**config.mk**
```make
export PLATFORM = sky130hd
export DESIGN_NAME = bypass_crossfade
export DESIGN_NICKNAME = d
export VERILOG_FILES = /design/src/rtl/bypass_crossfade.sv
export SDC_FILE = /design/constraint.sdc
export NUM_CORES = 1
export LEC_CHECK = 0
export ABC_CLOCK_PERIOD_IN_PS = 18300
export CAP_MARGIN = 10
export CORE_MARGIN = 5
export CORE_UTILIZATION = 35
export DETAILED_ROUTE_END_ITERATION = 10
export DONT_BUFFER_PORTS = 1
export GPL_TIMING_DRIVEN = 0
export PLACE_DENSITY = 0.61
export SYNTH_ARGS = -nofsm -noshare
export SYNTH_HDL_FRONTEND = slang
export SYNTH_SLANG_ARGS = --single-unit
```
**constraint.sdc**
```tcl
create_clock -name clk_i -period 18.3 [get_ports clk_i]
set_clock_uncertainty 0.2 [all_clocks]
set_input_delay 2.745 -clock clk_i [delete_from_list [all_inputs] [get_ports clk_i]]
set_output_delay 2.745 -clock clk_i [all_outputs]
set_load 0.01 [all_outputs]
```
**src/rtl/bypass_crossfade.sv**
```systemverilog
// rtl/bypass_crossfade.sv - click-free dry/wet crossfade driven by a linear gain ramp
module bypass_crossfade #(
    parameter int DW     = 24,
    parameter int RAMP_W = 10
) (
    input  logic          clk_i,
    input  logic          srst_i,
    input  logic          sample_tick_i,
    input  logic          enable_i,
    input  logic [DW-1:0] dry_i,
    input  logic [DW-1:0] wet_i,
    output logic [DW-1:0] data_o,
    output logic          data_valid_o,
    output logic          busy_o
);

    localparam int PW = DW + RAMP_W + 2;
    localparam int GW = RAMP_W + 1;
    localparam logic [GW-1:0] GMAX = {1'b1, {RAMP_W{1'b0}}};

    typedef enum logic [1:0] {
        S_DRY      = 2'd0,
        S_FADE_IN  = 2'd1,
        S_WET      = 2'd2,
        S_FADE_OUT = 2'd3
    } state_t;

    state_t               state_q, state_d;
    logic [GW-1:0]        g_q, g_d;
    logic                 busy_q, busy_d;
    logic signed [PW-1:0] prod_q, prod_d;
    logic [DW-1:0]        dry_q, dry_d;
    logic                 v1_q, v1_d;
    logic [DW-1:0]        data_q, data_d;
    logic                 valid_q, valid_d;

    logic [GW-1:0]        g_inc, g_dec;
    logic signed [DW:0]   diff;

    // Gain ramp FSM; advances only on sample ticks, and a direction change
    // reverses from the current gain so the output never jumps.
    always_comb begin
        state_d = state_q;
        g_d     = g_q;
        g_inc   = g_q + 1'b1;
        g_dec   = g_q - 1'b1;
        if (sample_tick_i) begin
            case (state_q)
                S_DRY: begin
                    if (enable_i) begin
                        state_d = S_FADE_IN;
                        g_d     = {{(GW-1){1'b0}}, 1'b1};
                    end else begin
                        g_d = '0;
                    end
                end
                S_FADE_IN: begin
                    if (enable_i) begin
                        g_d = g_inc;
                        if (g_inc == GMAX) state_d = S_WET;
                    end else begin
                        g_d     = g_dec;
                        state_d = (g_dec == '0) ? S_DRY : S_FADE_OUT;
                    end
                end
                S_WET: begin
                    if (!enable_i) begin
                        state_d = S_FADE_OUT;
                        g_d     = GMAX - 1'b1;
                    end else begin
                        g_d = GMAX;
                    end
                end
                default: begin
                    if (!enable_i) begin
                        g_d = g_dec;
                        if (g_dec == '0) state_d = S_DRY;
                    end else begin
                        g_d     = g_inc;
                        state_d = (g_inc == GMAX) ? S_WET : S_FADE_IN;
                    end
                end
            endcase
        end
        busy_d = (state_d == S_FADE_IN) || (state_d == S_FADE_OUT);
    end

    // Two-stage mix: dry + (wet-dry)*g/GMAX, using the gain held before this tick.
    always_comb begin
        diff    = $signed({wet_i[DW-1], wet_i}) - $signed({dry_i[DW-1], dry_i});
        prod_d  = prod_q;
        dry_d   = dry_q;
        v1_d    = sample_tick_i;
        data_d  = data_q;
        valid_d = v1_q;
        if (sample_tick_i) begin
            prod_d = PW'(diff) * $signed(PW'(g_q));
            dry_d  = dry_i;
        end
        if (v1_q) begin
            data_d = dry_q + DW'(prod_q >>> RAMP_W);
        end
    end

    // State, gain and pipeline registers with synchronous reset.
    always_ff @(posedge clk_i) begin
        if (srst_i) begin
            state_q <= S_DRY;
            g_q     <= '0;
            busy_q  <= 1'b0;
            prod_q  <= '0;
            dry_q   <= '0;
            v1_q    <= 1'b0;
            data_q  <= '0;
            valid_q <= 1'b0;
        end else begin
            state_q <= state_d;
            g_q     <= g_d;
            busy_q  <= busy_d;
            prod_q  <= prod_d;
            dry_q   <= dry_d;
            v1_q    <= v1_d;
            data_q  <= data_d;
            valid_q <= valid_d;
        end
    end

    assign data_o       = data_q;
    assign data_valid_o = valid_q;
    assign busy_o       = busy_q;

endmodule

```
==> metrics <==
worst-case clock buffer depth 2; Simple-Gate Fraction of Synth Area 0.157; RSZ-0062 raised after global routing no; Netlist cell types 64; fin cells 2307; EDFF count, synth 0; global-route wire length before repair about 64 mm; worst slew pin tran 1010 ps; GP Congestion 0.887; Async SR Flop Fraction 0; Min-Delay Path Class reg -> reg; port bufs 0; top cell type's share of synthesized area 0.311; Synth Instances about 1700; Slew HR 0.316; register area ~1700 sq um; met2 GRT Util 0.288; GR Overflow Total 0; post-synthesis mux area share 0.0490; number of cells on the critical path 32; post-synthesis sequential area ratio 0.118; post-cts resize count 0; commonest cells in the synthesized netlist inv_1 (325), fa_1 (229), nand2_1 (226), ha_1 (119), nor2_1 (102); GR Layer Usage met3 0.0341; Synth-to-Final Area Change 6.66%; status finished, final reports clean; Util after Layout 0.376; Slew Limit Fails 0; Cell Area, Synth ~15000 sq um; initial antenna violation count 1; Fmax 84.5 MHz; FF+latch count, synth 87; Final #Nets 2160; DIE WIDTH 215 um; crit path launch type input port; # rows 75; most used routing layer met2; layout cells sized above 1 0.0187; register clock-pin slew on the reported worst setup and hold paths 60 ps; CP max stage delay 630 ps; DR DRC count 0; Root Driver clkbuf_16; setup bufs post-CTS 0; Min Clock Period, post-route 11840 ps; WL/cell about 17 um; most used cell, CP fa_1; Syn Area/Cell 8.43 sq um; largest cells by area after synthesis fa_1 (31%), dfxtp_1 (12%), ha_1 (10%); worst vdd ir 0.0455 mV; CTS buffer count 9; CP Max Fanout 10; Primary FF master, synth dfxtp_1; xor-xnor portion of the synthesized cell area 0.0503; Worst Setup End Kind register; Global Route Usage Sum 0.172; largest family of logic cells by synthesized area adder cells; Worst R2R Path Depth 22; DP HPWL between 30 and 40 mm; routed via count 11700; slowest stage cell, crit path or4b_2; M1 GR Usage 0.229; LEAKAGE roughly 7.7 nW; # fillers around 4300; DIE HEIGHT around 220 um; Syn Nets around 2100; clock latency on the worst-skew pair 350 ps; Reg2Reg Setup Slack 10330 ps; final hold vios 0; Worst R2R End prod_q[33]; clk sinks 87; worst hold margin about 300 ps; R2R Path Start g_q[6]; Synth Area in Adders 0.412; initial drt markers 615; pwr/cell area 87.1 nW/um^2; CTS tree done; vias in the first global route about 12000; Compound-Gate Fraction of Synth Area 0.107; Die ar. 46300 sq um; synth warn 0; I/O pin count 78; cell family with most CP delay compound AO/OA/AOI/OAI gates; crit path DAT 11900 ps; Setup TNS Final 0 ps; Synth area leader fa_1; kind of critical path in -> reg; Final Cycle Share 0.647; Buf/Inv on CP 5; Setup violations, final 0; H-tree lvl count 3; ANT nets after route 0; WP data required 18360 ps; core area around 42000 sq um; Post-Place Cells 2288; final wirelength 39.8 mm; Starting Density 0.352; Multi-input gate area 11400 sq um; max_cap viols 0; Critical Path Start wet_i[0]; DRT Pass-1 Iters 5; CTS Hold Bufs 0; vias per inst 5.07; Hold Path Depth 2; largest net degree at the start of global routing 15; cell with the most instances after synthesis inv_1; CP Capture Point prod_q[33]
## stage by stage
step | power (mW) | area (sq um) | worst slack [ps]
6_report | 1.37 | 15700 | 6460
5_1_grt | 1.52 | 15700 | 5970
4_1_cts | 1.39 | 15700 | 6520
3_5_place_dp | 1.19 | 15400 | 6190
3_3_place_gp | 1.17 | 15400 | 6310
2_1_floorplan | 0.964 | 14700 | 7480
## how the worst min path moves through the flow
stage,start,endpoint
floorplan,prod_q[22],prod_q[22]
global placement,dry_q[8],dry_q[8]
detailed placement,prod_q[26],prod_q[26]
CTS,prod_q[22],prod_q[22]
global route,prod_q[26],prod_q[26]
finish,prod_q[14],prod_q[14]
## cell usage in the layout, fill, tap and decap left out, types with 4 or more instances in the layout
master | synthesis | routed
nor2b_1 | 11 | 11
a31oi_1 | 14 | 14
fa_1 | 229 | 229
inv_1 | 325 | 325
nor4_1 | 4 | 4
mux2i_1 | 62 | 62
o21bai_1 | 11 | 11
a21oi_1 | 66 | 66
nor2_1 | 102 | 102
xnor2_1 | 55 | 55
clkbuf_1 | 82 | 83
and2_1 | 65 | 65
a211oi_1 | 16 | 16
o21a_1 | 10 | 10
buf_1 | 4 | 4
o21ai_0 | 46 | 46
a22o_1 | 4 | 4
nand2b_1 | 30 | 30
mux2_2 | 9 | 9
o22ai_1 | 5 | 5
and3_1 | 7 | 7
clkbuf_16 | 0 | 9
nand2_1 | 226 | 226
o211ai_1 | 4 | 4
ha_1 | 119 | 119
nand4_1 | 7 | 7
xor2_1 | 27 | 27
nor3_1 | 22 | 22
dfxtp_1 | 87 | 87
a21o_1 | 31 | 31
nand3_1 | 17 | 17
## flip-flops by register name, summed over array words and instances (netlist names), named ones only
signal	flops
data_o	24
data_valid_o	1
dry_q	24
g_q	11
prod_q	24
state_q	1
v1_q	1
## kinds of logic (layout without fill, tap and decap cells)
group | after synthesis | after routing
compound gates | 240 | 240
buf+inv | 415 | 431
simple gates | 505 | 505
flops | 87 | 87
fa+ha+maj | 348 | 348
mux | 71 | 71
xor+xnor | 83 | 83
other cells | 0 | 3
## routing by layer
| metal | vias up | part of all wire |
|---|---|---|
| met1 | 5803 | 0.44 |
| met4 | 0 | 0.025 |
| met2 | 291 | 0.47 |
| li1 | 5535 | - |
| met5 | - | 0 |
| met3 | 58 | 0.059 |
## where the power goes
| group | switching (mW) | leakage [nW] | internal [mW] |
|---|---|---|---|
| logic | 0.555 | 6.79 | 0.382 |
| registers | 0.0236 | 0.715 | 0.221 |
| clock network | 0.0778 | 0.149 | 0.110 |
## worst min-delay path: stages, from the launching register on
cell and delay [ps]:
dfxtp_1 320, nor2_1 80, a211oi_1 50
## cell type report
type                       count  share of cell area
buffer                        88              0.0212
inverter                     327              0.0781
clock inverter                 5             0.00366
tap                          539              0.0429
sequential                    87               0.111
antenna                        3            0.000477
clock buffer                  11              0.0154
multi-input combinational   1247               0.728
No activity file was read; power rests on OpenSTA's default activity.
